[src/rtl/aes_pnm_block_sequencer_if.sv]
// Stream and core-side signal bundle for aes_pnm_block_sequencer.
// slave  : the sequencer's view.
// master : the host/core-environment view.
// timeout_err exists only when AES_PNM_SEQ_TIMEOUT_EN is defined.
interface aes_pnm_block_sequencer_if #(
  parameter int CNT_W = 16
);
  logic             in_valid;
  logic             in_ready;
  logic [127:0]     in_block;
  logic             in_enc_dec;
  logic             out_valid;
  logic             out_ready;
  logic [127:0]     out_block;
  logic             out_enc_dec;
  logic [127:0]     core_state_init;
  logic             core_state_init_en;
  logic             core_start;
  logic             core_enc_dec;
  logic             core_done;
  logic [127:0]     core_state_out;
  logic             busy;
  logic [CNT_W-1:0] blk_count;
`ifdef AES_PNM_SEQ_TIMEOUT_EN
  logic             timeout_err;
`endif

  modport slave (
    input  in_valid, in_block, in_enc_dec, out_ready, core_done, core_state_out,
    output in_ready, out_valid, out_block, out_enc_dec,
           core_state_init, core_state_init_en, core_start, core_enc_dec,
           busy, blk_count
`ifdef AES_PNM_SEQ_TIMEOUT_EN
    , output timeout_err
`endif
  );

  modport master (
    output in_valid, in_block, in_enc_dec, out_ready, core_done, core_state_out,
    input  in_ready, out_valid, out_block, out_enc_dec,
           core_state_init, core_state_init_en, core_start, core_enc_dec,
           busy, blk_count
`ifdef AES_PNM_SEQ_TIMEOUT_EN
    , input timeout_err
`endif
  );
endinterface

[src/rtl/aes_pnm_block_sequencer.sv]
// Host-side sequencer for the AES near-memory core: accepts a 128-bit block,
// loads it through the state-init port, pulses start, waits for done and
// returns the final state through a single-entry output register.
// Optional feature macro: AES_PNM_SEQ_TIMEOUT_EN (WAIT watchdog + timeout_err).
//
// state   | meaning
// IDLE    | ready for a new block (result may still be draining)
// LOAD    | core_state_init_en high for LOAD_BEATS cycles
// GAP     | enable low for GAP_CYCLES cycles, re-arms core init logic
// START   | core_start high for this one cycle
// WAIT    | waiting for core_done and a free output register
module aes_pnm_block_sequencer #(
  parameter int LOAD_BEATS  = 4,
  parameter int GAP_CYCLES  = 1,
  parameter int CNT_W       = 16,
  parameter int TIMEOUT_CYC = 255
) (
  input  logic                    clk,
  input  logic                    rst_n,
  aes_pnm_block_sequencer_if.slave bus
);

  // one shared down-counter serves LOAD, GAP and the WAIT watchdog
  localparam int MAX_LG = (LOAD_BEATS > GAP_CYCLES) ? LOAD_BEATS : GAP_CYCLES;
  localparam int MAX_C  = (MAX_LG > TIMEOUT_CYC) ? MAX_LG : TIMEOUT_CYC;
  localparam int CW     = $clog2(MAX_C + 1) + 1;

  typedef enum logic [2:0] {S_IDLE, S_LOAD, S_GAP, S_START, S_WAIT} state_t;

  state_t           state_q;
  logic [CW-1:0]    cnt_q;
  logic             done_seen_q;
  logic             in_ready_q;
  logic             out_valid_q;
  logic [127:0]     out_block_q;
  logic             out_enc_dec_q;
  logic [127:0]     init_q;
  logic             init_en_q;
  logic             start_q;
  logic             enc_q;
  logic             busy_q;
  logic [CNT_W-1:0] blk_count_q;
`ifdef AES_PNM_SEQ_TIMEOUT_EN
  logic             timeout_q;
`endif

  logic out_free;
  logic done_any;
  assign out_free = !out_valid_q || bus.out_ready;
  assign done_any = done_seen_q || bus.core_done;

  // sequencing FSM with all outputs registered
  always_ff @(posedge clk or negedge rst_n) begin
    if (!rst_n) begin
      state_q       <= S_IDLE;
      cnt_q         <= '0;
      done_seen_q   <= 1'b0;
      in_ready_q    <= 1'b0;
      out_valid_q   <= 1'b0;
      out_block_q   <= '0;
      out_enc_dec_q <= 1'b0;
      init_q        <= '0;
      init_en_q     <= 1'b0;
      start_q       <= 1'b0;
      enc_q         <= 1'b0;
      busy_q        <= 1'b0;
      blk_count_q   <= '0;
`ifdef AES_PNM_SEQ_TIMEOUT_EN
      timeout_q     <= 1'b0;
`endif
    end else begin
      // drain handshake; a same-cycle capture below re-sets out_valid
      if (out_valid_q && bus.out_ready) begin
        out_valid_q <= 1'b0;
        blk_count_q <= blk_count_q + 1'b1;
      end
      case (state_q)
        S_IDLE: begin
          if (in_ready_q && bus.in_valid) begin
            init_q     <= bus.in_block;
            enc_q      <= bus.in_enc_dec;
            in_ready_q <= 1'b0;
            busy_q     <= 1'b1;
            cnt_q      <= CW'(LOAD_BEATS);
            state_q    <= S_LOAD;
`ifdef AES_PNM_SEQ_TIMEOUT_EN
            timeout_q  <= 1'b0;
`endif
          end else begin
            in_ready_q <= 1'b1;
          end
        end
        S_LOAD: begin
          if (cnt_q != '0) begin
            init_en_q <= 1'b1;
            cnt_q     <= cnt_q - 1'b1;
          end else begin
            init_en_q <= 1'b0;
            cnt_q     <= CW'(GAP_CYCLES - 1);
            state_q   <= S_GAP;
          end
        end
        S_GAP: begin
          if (cnt_q == '0) begin
            start_q <= 1'b1;
            state_q <= S_START;
          end else begin
            cnt_q <= cnt_q - 1'b1;
          end
        end
        S_START: begin
          start_q     <= 1'b0;
          done_seen_q <= 1'b0;
          cnt_q       <= CW'(TIMEOUT_CYC);
          state_q     <= S_WAIT;
        end
        S_WAIT: begin
          if (bus.core_done) done_seen_q <= 1'b1;
          if (done_any && out_free) begin
            out_block_q   <= bus.core_state_out;
            out_enc_dec_q <= enc_q;
            out_valid_q   <= 1'b1;
            done_seen_q   <= 1'b0;
            in_ready_q    <= 1'b1;
            busy_q        <= 1'b0;
            state_q       <= S_IDLE;
          end
`ifdef AES_PNM_SEQ_TIMEOUT_EN
          else if (!done_any) begin
            if (cnt_q <= CW'(1)) begin
              timeout_q  <= 1'b1;
              in_ready_q <= 1'b1;
              busy_q     <= 1'b0;
              state_q    <= S_IDLE;
            end else begin
              cnt_q <= cnt_q - 1'b1;
            end
          end
`endif
        end
        default: state_q <= S_IDLE;
      endcase
    end
  end

  assign bus.in_ready           = in_ready_q;
  assign bus.out_valid          = out_valid_q;
  assign bus.out_block          = out_block_q;
  assign bus.out_enc_dec        = out_enc_dec_q;
  assign bus.core_state_init    = init_q;
  assign bus.core_state_init_en = init_en_q;
  assign bus.core_start         = start_q;
  assign bus.core_enc_dec       = enc_q;
  assign bus.busy               = busy_q;
  assign bus.blk_count          = blk_count_q;
`ifdef AES_PNM_SEQ_TIMEOUT_EN
  assign bus.timeout_err        = timeout_q;
`endif

endmodule

[src/flat_wrapper.sv]
// flat-port wrapper written by rule: the top's interface ports become plain ports
module aes_pnm_block_sequencer_flat 
#(
  parameter int LOAD_BEATS  = 4,
  parameter int GAP_CYCLES  = 1,
  parameter int CNT_W       = 16,
  parameter int TIMEOUT_CYC = 255
)
  (clk, rst_n, bus_in_valid, bus_in_block, bus_in_enc_dec, bus_out_ready, bus_core_done, bus_core_state_out, bus_in_ready, bus_out_valid, bus_out_block, bus_out_enc_dec, bus_core_state_init, bus_core_state_init_en, bus_core_start, bus_core_enc_dec, bus_busy, bus_blk_count);
  aes_pnm_block_sequencer_if #(.CNT_W(CNT_W)) bus_i ();
  input  logic clk;
  input  logic rst_n;
  input wire logic [$bits(bus_i.in_valid)-1:0] bus_in_valid;
  input wire logic [$bits(bus_i.in_block)-1:0] bus_in_block;
  input wire logic [$bits(bus_i.in_enc_dec)-1:0] bus_in_enc_dec;
  input wire logic [$bits(bus_i.out_ready)-1:0] bus_out_ready;
  input wire logic [$bits(bus_i.core_done)-1:0] bus_core_done;
  input wire logic [$bits(bus_i.core_state_out)-1:0] bus_core_state_out;
  output wire logic [$bits(bus_i.in_ready)-1:0] bus_in_ready;
  output wire logic [$bits(bus_i.out_valid)-1:0] bus_out_valid;
  output wire logic [$bits(bus_i.out_block)-1:0] bus_out_block;
  output wire logic [$bits(bus_i.out_enc_dec)-1:0] bus_out_enc_dec;
  output wire logic [$bits(bus_i.core_state_init)-1:0] bus_core_state_init;
  output wire logic [$bits(bus_i.core_state_init_en)-1:0] bus_core_state_init_en;
  output wire logic [$bits(bus_i.core_start)-1:0] bus_core_start;
  output wire logic [$bits(bus_i.core_enc_dec)-1:0] bus_core_enc_dec;
  output wire logic [$bits(bus_i.busy)-1:0] bus_busy;
  output wire logic [$bits(bus_i.blk_count)-1:0] bus_blk_count;
  assign bus_i.in_valid = bus_in_valid;
  assign bus_i.in_block = bus_in_block;
  assign bus_i.in_enc_dec = bus_in_enc_dec;
  assign bus_i.out_ready = bus_out_ready;
  assign bus_i.core_done = bus_core_done;
  assign bus_i.core_state_out = bus_core_state_out;
  assign bus_in_ready = bus_i.in_ready;
  assign bus_out_valid = bus_i.out_valid;
  assign bus_out_block = bus_i.out_block;
  assign bus_out_enc_dec = bus_i.out_enc_dec;
  assign bus_core_state_init = bus_i.core_state_init;
  assign bus_core_state_init_en = bus_i.core_state_init_en;
  assign bus_core_start = bus_i.core_start;
  assign bus_core_enc_dec = bus_i.core_enc_dec;
  assign bus_busy = bus_i.busy;
  assign bus_blk_count = bus_i.blk_count;
  aes_pnm_block_sequencer #(.LOAD_BEATS(LOAD_BEATS), .GAP_CYCLES(GAP_CYCLES), .CNT_W(CNT_W), .TIMEOUT_CYC(TIMEOUT_CYC)) u_core (.clk(clk), .rst_n(rst_n), .bus(bus_i));
endmodule
[config.mk]
export PLATFORM = sky130hd
export DESIGN_NAME = aes_pnm_block_sequencer_flat
export DESIGN_NICKNAME = d
export VERILOG_FILES = /design/src/rtl/aes_pnm_block_sequencer_if.sv /design/src/rtl/aes_pnm_block_sequencer.sv /design/src/flat_wrapper.sv
export SDC_FILE = /design/constraint.sdc
export NUM_CORES = 1
export LEC_CHECK = 0
export CAP_MARGIN = 20
export CORE_AREA = 5 5 204 206
export CTS_CLUSTER_DIAMETER = 30
export DETAILED_ROUTE_END_ITERATION = 8
export DIE_AREA = 0 0 209 211
export PLACE_DENSITY = 0.56
export SKIP_LAST_GASP = 1
export SLEW_MARGIN = 20
export SYNTH_ARGS = -nofsm -noshare
export SYNTH_HDL_FRONTEND = slang
export SYNTH_SLANG_ARGS = --single-unit
[constraint.sdc]
create_clock -name clk -period 4.9 [get_ports clk]
set_input_delay 0.98 -clock clk [delete_from_list [all_inputs] [get_ports clk]]
set_output_delay 0.98 -clock clk [all_outputs]
set_load 0.005 [all_outputs]
==> results of run 1 <==
==> cell families after synthesis <==
logic type	Yosys count	share of synthesized area
DFF	292	0.6418
muxes	261	0.2579
and+or+nand+nor	60	0.03319
AOI/OAI and AO/OA	44	0.02319
buffers and inverters	44	0.03022
xor gates and xnor gates	15	0.01154
adders and majority gates	2	0.002197
==> worst max path at each step <==
stage / startpoint / to
floorplan: bus_out_ready / u_core.bus.out_block[118]
global placement: bus_out_ready / u_core.bus.out_block[85]
detailed placement: bus_out_ready / u_core.bus.out_block[47]
CTS: bus_out_ready / u_core.bus.out_block[47]
global route: bus_out_ready / u_core.bus.out_block[85]
finish: bus_out_ready / u_core.bus.out_block[47]
==> worst max-delay path: cells and delay by family <==
kind            cells  cell delay (ns)
simple gates        2             0.77
buf+inv             2             0.93
compound gates      1             0.19
mux                 1             0.38
==> cells in the mapped netlist (2+ instances only) <==
cell type  number
a21oi_1        13
a31oi_1         6
and2_1          2
and3_1          4
buf_2           8
buf_4           3
buf_6          21
clkbuf_1        2
dfrtp_1       292
ha_1            2
inv_1          10
mux2_1        117
mux2_2        142
mux2i_1         2
nand2_1        15
nand2b_1        4
nand3_1         7
nand3b_1        2
nand4_1         6
nor2_1          8
nor3_1          2
nor4_4          2
o211ai_1        2
o21a_1          3
o21ai_0        10
o31ai_1         2
or2_2           2
xnor2_1        12
xor2_1          3
==> placed cells by master (no fill, tap or decap), drive strengths merged, types with 3 or more instances in the layout <==
| cell type | n |
|---|---|
| a21oi | 13 |
| a31oi | 6 |
| and3 | 4 |
| buf | 9 |
| bufinv | 11 |
| clkbuf | 112 |
| clkdlybuf4s50 | 539 |
| clkinv | 14 |
| clkinvlp | 6 |
| dfrtp | 292 |
| diode | 3 |
| inv | 14 |
| mux2 | 259 |
| nand2 | 15 |
| nand2b | 4 |
| nand3 | 7 |
| nand4 | 7 |
| nor2 | 8 |
| o21a | 3 |
| o21ai | 11 |
| xnor2 | 12 |
| xor2 | 3 |
==> power by group <==
group | switching [mW] | total (mW) | internal [mW]
sequential | 0.611 | 4.16 | 3.55
combinational | 1.41 | 4.27 | 2.86
clock | 1.58 | 5.49 | 3.91
==> cell type report <==
class | instances | area (sq um)
antenna | 3 | 7.507
timing repair buffer | 548 | 5520
clock buffer | 112 | 2344
sequential | 292 | 7307
clock inverter | 35 | 561.8
multi-input combinational | 382 | 3740
tap | 525 | 656.9
inverter | 10 | 37.54
fill | 3469 | 19280
==> registers in the layout, summed over array words and instances (netlist names), 3 cells and up <==
name	cells
u_core.bus.blk_count	16
u_core.bus.out_block	128
u_core.bus.core_state_init	128
u_core.state_q	3
u_core.cnt_q	9
==> through the flow <==
stage | hold slack [ns] | total power, mW | cells | setup WS [ns] | area [sq um]
5_1_grt | 0.4882 | 14.65 | 1907 | 1.921 | 20170
3_3_place_gp | 0.4605 | 8.477 | 1757 | 1.459 | 17260
6_report | 0.4578 | 13.92 | 1907 | 2.070 | 20170
4_1_cts | 0.4786 | 14.16 | 1904 | 2.053 | 20170
3_5_place_dp | 0.4734 | 8.550 | 1757 | 1.437 | 17260
2_1_floorplan | 0.4683 | 5.558 | 718 | 2.717 | 11390
==> per-layer routing <==
layer  global-route usage  wire length (um)  part of all wire
met3              0.06238              2746             0.075
met2               0.2706             18590              0.50
met5                    0                 9           0.00024
met4              0.08506              1567             0.043
met1               0.1786             13950              0.38
==> results.yml, run 1 <==
power_and_ir_drop:
  p_leak_nw: 8.536
  peakVddDrop_mv: 0.3663
  p_per_area_nw_per_um2: 690.1
yosys:
  synth_area_leaders: "dfrtp_1 (64%), mux2_2 (14%), mux2_1 (12%)"
  yosysUniqueCellTypes: 43
  synth_edf_count: 0
  async_flop_share: 1.000
  synth_cells: 718
  post_synth.cell_area_avg_sq_um: 15.86
  syn_area_sq_um: 11390
  ys_seq_area_frac: 0.6418
  syn_nets: 982
  ys_seq_elements: 292
  yosys_warnings: 0
  synth_top_area_share: 0.6418
  synth_area_leader_cell: "dfrtp_1"
  synth_ff_type: "dfrtp_1"
detailed_routing:
  drcViolationCount: 0
  wl_um: 36860
  postRouteAntennaNets: 0
  via_per_inst: 4.350
  post_drt_wl_per_cell_um: 19.33
  first_iter_violations: 278
  route.vias.total: 8296
  drt_first_pass_iters: 4
clocking:
  cts_hold_buf: 0
  clock_path_buffers: 3
  clk_latency_ns: 0.58
  cts-buffers-inserted: 80
  cts.repair.resized: 0
  cts.sinks: 292
  cts_htree_levels: 3
  clk_pin_slew_ns: 0.04
  clockRootBuffer: "clkbuf_16"
  cts_setup_buffers: 0
  tritoncts: "yes"
timing:
  clock.fmax_ghz: 0.3534
  period_needed_ns: 2.830
  period_share: 0.5775
  maxSlewViolCount: 0
  setup_violations: 0
  fin_setup_tns_ns: 0
  finClkSkew_ns: 0.01415
  worstMarginPinSlew_ns: 0.9007
  hold_viol: 0
  rsz0062_at_grt: "no"
  max_slew_margin: 0.3995
floorplan:
  start_util: 0.2886
  die-area_sq_um: 44100
  pin_count: 541
  die_w_um: 209
  core_sq_um: 39460
  die_h_um: 211
  rows: 73
global_routing:
  grt_pass1_wl_um: 55480
  grt_usage: 0.1614
  grt_max_degree: 121
  grt-ovfl-total: 0
  grt_pass1_vias: 9125
  antenna_found_initial: 4
worst_setup_path:
  rrSetupSlack_ns: 2.53
  critPathMaxStageDelay_ns: 0.58
  required_ns: 5.35
  crit_path_max_fanout: 40
  criticalPathCategory: "input pin to register"
  critPathSlowestCell: "and3_4"
  cp-end-kind: "register"
  reg2reg_depth: 4
  start_kind: "input pin"
  path_cells: "clkdlybuf4s50_1 > nand2b_1 > o21a_1 > and3_4 > buf_4 > mux2_2"
  reg2reg_to: "u_core.bus.out_block[47]"
  r2r_start: "u_core.state_q[0]"
  worstPathArrival_ns: 3.28
layout:
  final_nets: 1578
  area_delta_synth_final_pct: 77.19
  drive_gt1_frac: 0.2139
  utilization: 0.5113
flow_run:
  maxCapViolCount: 0
status:
  outcome: "finished, final reports clean"
hold_path:
  hp-class: "input pin to async pin"
placed_design:
  port_buffers: 540
  dp_hpwl_um: 27170
  place.gp.congestion: 0.7837
(Power assumes the default switching activity.)
==> inputs of run 2 (changes only) <==
--- a/config.mk
+++ b/config.mk
@@ -6,11 +6,11 @@
 export NUM_CORES = 1
 export LEC_CHECK = 0
 export CAP_MARGIN = 20
-export CORE_AREA = 5 5 204 206
+export CORE_AREA = 5 5 210 212
 export CTS_CLUSTER_DIAMETER = 30
 export DETAILED_ROUTE_END_ITERATION = 8
-export DIE_AREA = 0 0 209 211
-export PLACE_DENSITY = 0.56
+export DIE_AREA = 0 0 215 217
+export PLACE_DENSITY = 0.55
 export SKIP_LAST_GASP = 1
 export SLEW_MARGIN = 20
 export SYNTH_ARGS = -nofsm -noshare
==> constraint.sdc (replaced) <==
create_clock -name clk -period 2.4 [get_ports clk]
set_input_delay 0.48 -clock clk [delete_from_list [all_inputs] [get_ports clk]]
set_output_delay 0.48 -clock clk [all_outputs]
set_load 0.005 [all_outputs]
==> results.yml, run 2 (same netlist as run 1, synthesis figures left out) <==
detailed_routing:
  drt_first_pass_iters: 4
  via_per_inst: 4.325
  post_drt_wl_per_cell_um: 19.25
  drcViolationCount: 0
  wl_um: 37200
  route.vias.total: 8356
  postRouteAntennaNets: 0
  met1_length_um: 14240
  routed.top_layer: "met5"
  first_iter_violations: 259
  dr_wl_met2_um: 18880
  route.met3.wl_um: 3156
worst_setup_path:
  crit_family: "buffers and inverters"
  r2r_start: "u_core.state_q[1]"
  critPathMaxStageDelay_ns: 0.62
  reg2reg_to: "u_core.cnt_q[0]"
  reg2reg_depth: 4
  worstPathArrival_ns: 1.61
  rrSetupSlack_ns: 0.32
  start_kind: "register"
  required_ns: 1.92
  cp-end-kind: "output pin"
  crit_path_max_fanout: 6
  criticalPathCategory: "register to output pin"
  critPathSlowestCell: "clkdlybuf4s50_1"
  critPathBufInv: 1
  path_cells: "clkdlybuf4s50_1"
layout:
  layout_commonest_cell: "clkdlybuf4s50_1"
  utilization: 0.4865
  stdcell_count: 1932
  antenna_cells: 0
  drive_gt1_frac: 0.2175
  final_nets: 1597
  final_cell_mix: "clkdlybuf4s50_1 (539), dfrtp_1 (292), mux2_2 (142)"
  area_delta_synth_final_pct: 78.44
timing:
  setup_violations: 0
  worstMarginPinSlew_ns: 0.8647
  period_needed_ns: 2.091
  period_share: 0.8713
  hold_viol: 0
  layout_setup_ws_ns: 0.3089
  max_slew_margin: 0.4224
  finClkSkew_ns: 0.02101
  rsz0062_at_grt: "no"
  fin_setup_tns_ns: 0
  maxSlewViolCount: 0
  clock.fmax_ghz: 0.4782
clocking:
  tritoncts: "yes"
  cts.sinks: 292
  clk_pin_slew_ns: 0.04
  clock_path_buffers: 3
  clockRootBuffer: "clkbuf_16"
  clk_latency_ns: 0.56
  cts-buffers-inserted: 79
  cts.repair.resized: 0
  cts_htree_levels: 3
placed_design:
  dpl.cell_count: 1790
  place.gp.congestion: 0.7862
  port_buffers: 540
  dp_hpwl_um: 28140
  pre_cts_ws_ns: 0.02528
power_and_ir_drop:
  swShare: 0.2537
  p_clk_frac: 0.381
  peakVddDrop_mv: 0.6831
  combPwrFrac: 0.317
  p_per_area_nw_per_um2: 1382
  netSwitchingPower_mw: 7.121
  p_leak_nw: 8.605
  intPower_mw: 20.95
  totalPowerFinal_mw: 28.07
  power_frac_seq: 0.302
global_routing:
  antenna_found_initial: 1
  grt_pass1_wl_um: 57190
  grt_pass1_vias: 9269
  grt-ovfl-total: 0
  grt_max_degree: 64
  grt_usage: 0.1560
hold_path:
  hp-class: "input pin to async pin"
floorplan:
  pin_count: 541
  die_h_um: 217
  start_util: 0.2727
  die_w_um: 215
  core_sq_um: 41760
  die-area_sq_um: 46660
  rows: 75
status:
  outcome: "finished, final reports clean"
flow_run:
  maxCapViolCount: 0
run 2: cell count changes in the layout (fill, tap and decap cells not counted), sizes merged:
cell / previous run / this run
inv: 14 / 11
dlygate4sd3: 0 / 1
diode: 3 / 0
buf: 9 / 28
clkinvlp: 6 / 3
run 2: layer usage:
layer / track usage / vias to the layer above
met5: 0 / -
met2: 0.2667 / 349
met1: 0.1773 / 4109
li1: - / 3825
met3: 0.06253 / 71
met4: 0.05697 / 2
run 2: area by class of cell:
| class | instances | area [sq um] |
|---|---|---|
| Sequential cell | 292 | 7307 |
| Multi-Input combinational cell | 382 | 3740 |
| Fill cell | 3663 | 21440 |
| Clock buffer | 112 | 2293 |
| Tap cell | 539 | 674.4 |
| Inverter | 10 | 37.54 |
| Timing Repair Buffer | 568 | 5811 |
| Clock inverter | 29 | 454.2 |
run 2: power by group through the flow:
stage	Clock (mW)	Combinational, mW	Sequential, mW
2_1_floorplan	0	2.75	8.60
3_3_place_gp	0	8.98	8.48
3_5_place_dp	0	9.07	8.54
4_1_cts	11.0	9.11	8.51
5_1_grt	11.3	9.53	8.81
6_report	10.7	8.88	8.49
run 2: metrics by stage:
stage,cell area (sq um),hold slack (ns)
after floorplan,11390,0.1844
after global placement,17560,0.3877
after detailed placement,17560,0.3867
after CTS,20320,0.3650
after global routing,20320,0.4015
final,20320,0.3892
run 2: how the worst max path moves through the flow:
stage	from	to	slack [ns]	cells after the start
final	u_core.bus.blk_count[5]	bus_blk_count[5]	0.31	1
after global routing	u_core.state_q[1]	u_core.cnt_q[0]	0.16	4
after CTS	u_core.bus.blk_count[5]	bus_blk_count[5]	0.24	1
after detailed placement	bus_out_ready	u_core.bus.out_block[16]	0.03	6
after global placement	bus_out_ready	u_core.bus.out_block[106]	0.03	6
after floorplan	u_core.cnt_q[0]	u_core.cnt_q[8]	0.65	5
run 2: repair_timing:
item / CTS / global route
setup buffers: 0 / 0
hold buffers: 1 / 0
hold endpoints to repair: 29 / 0
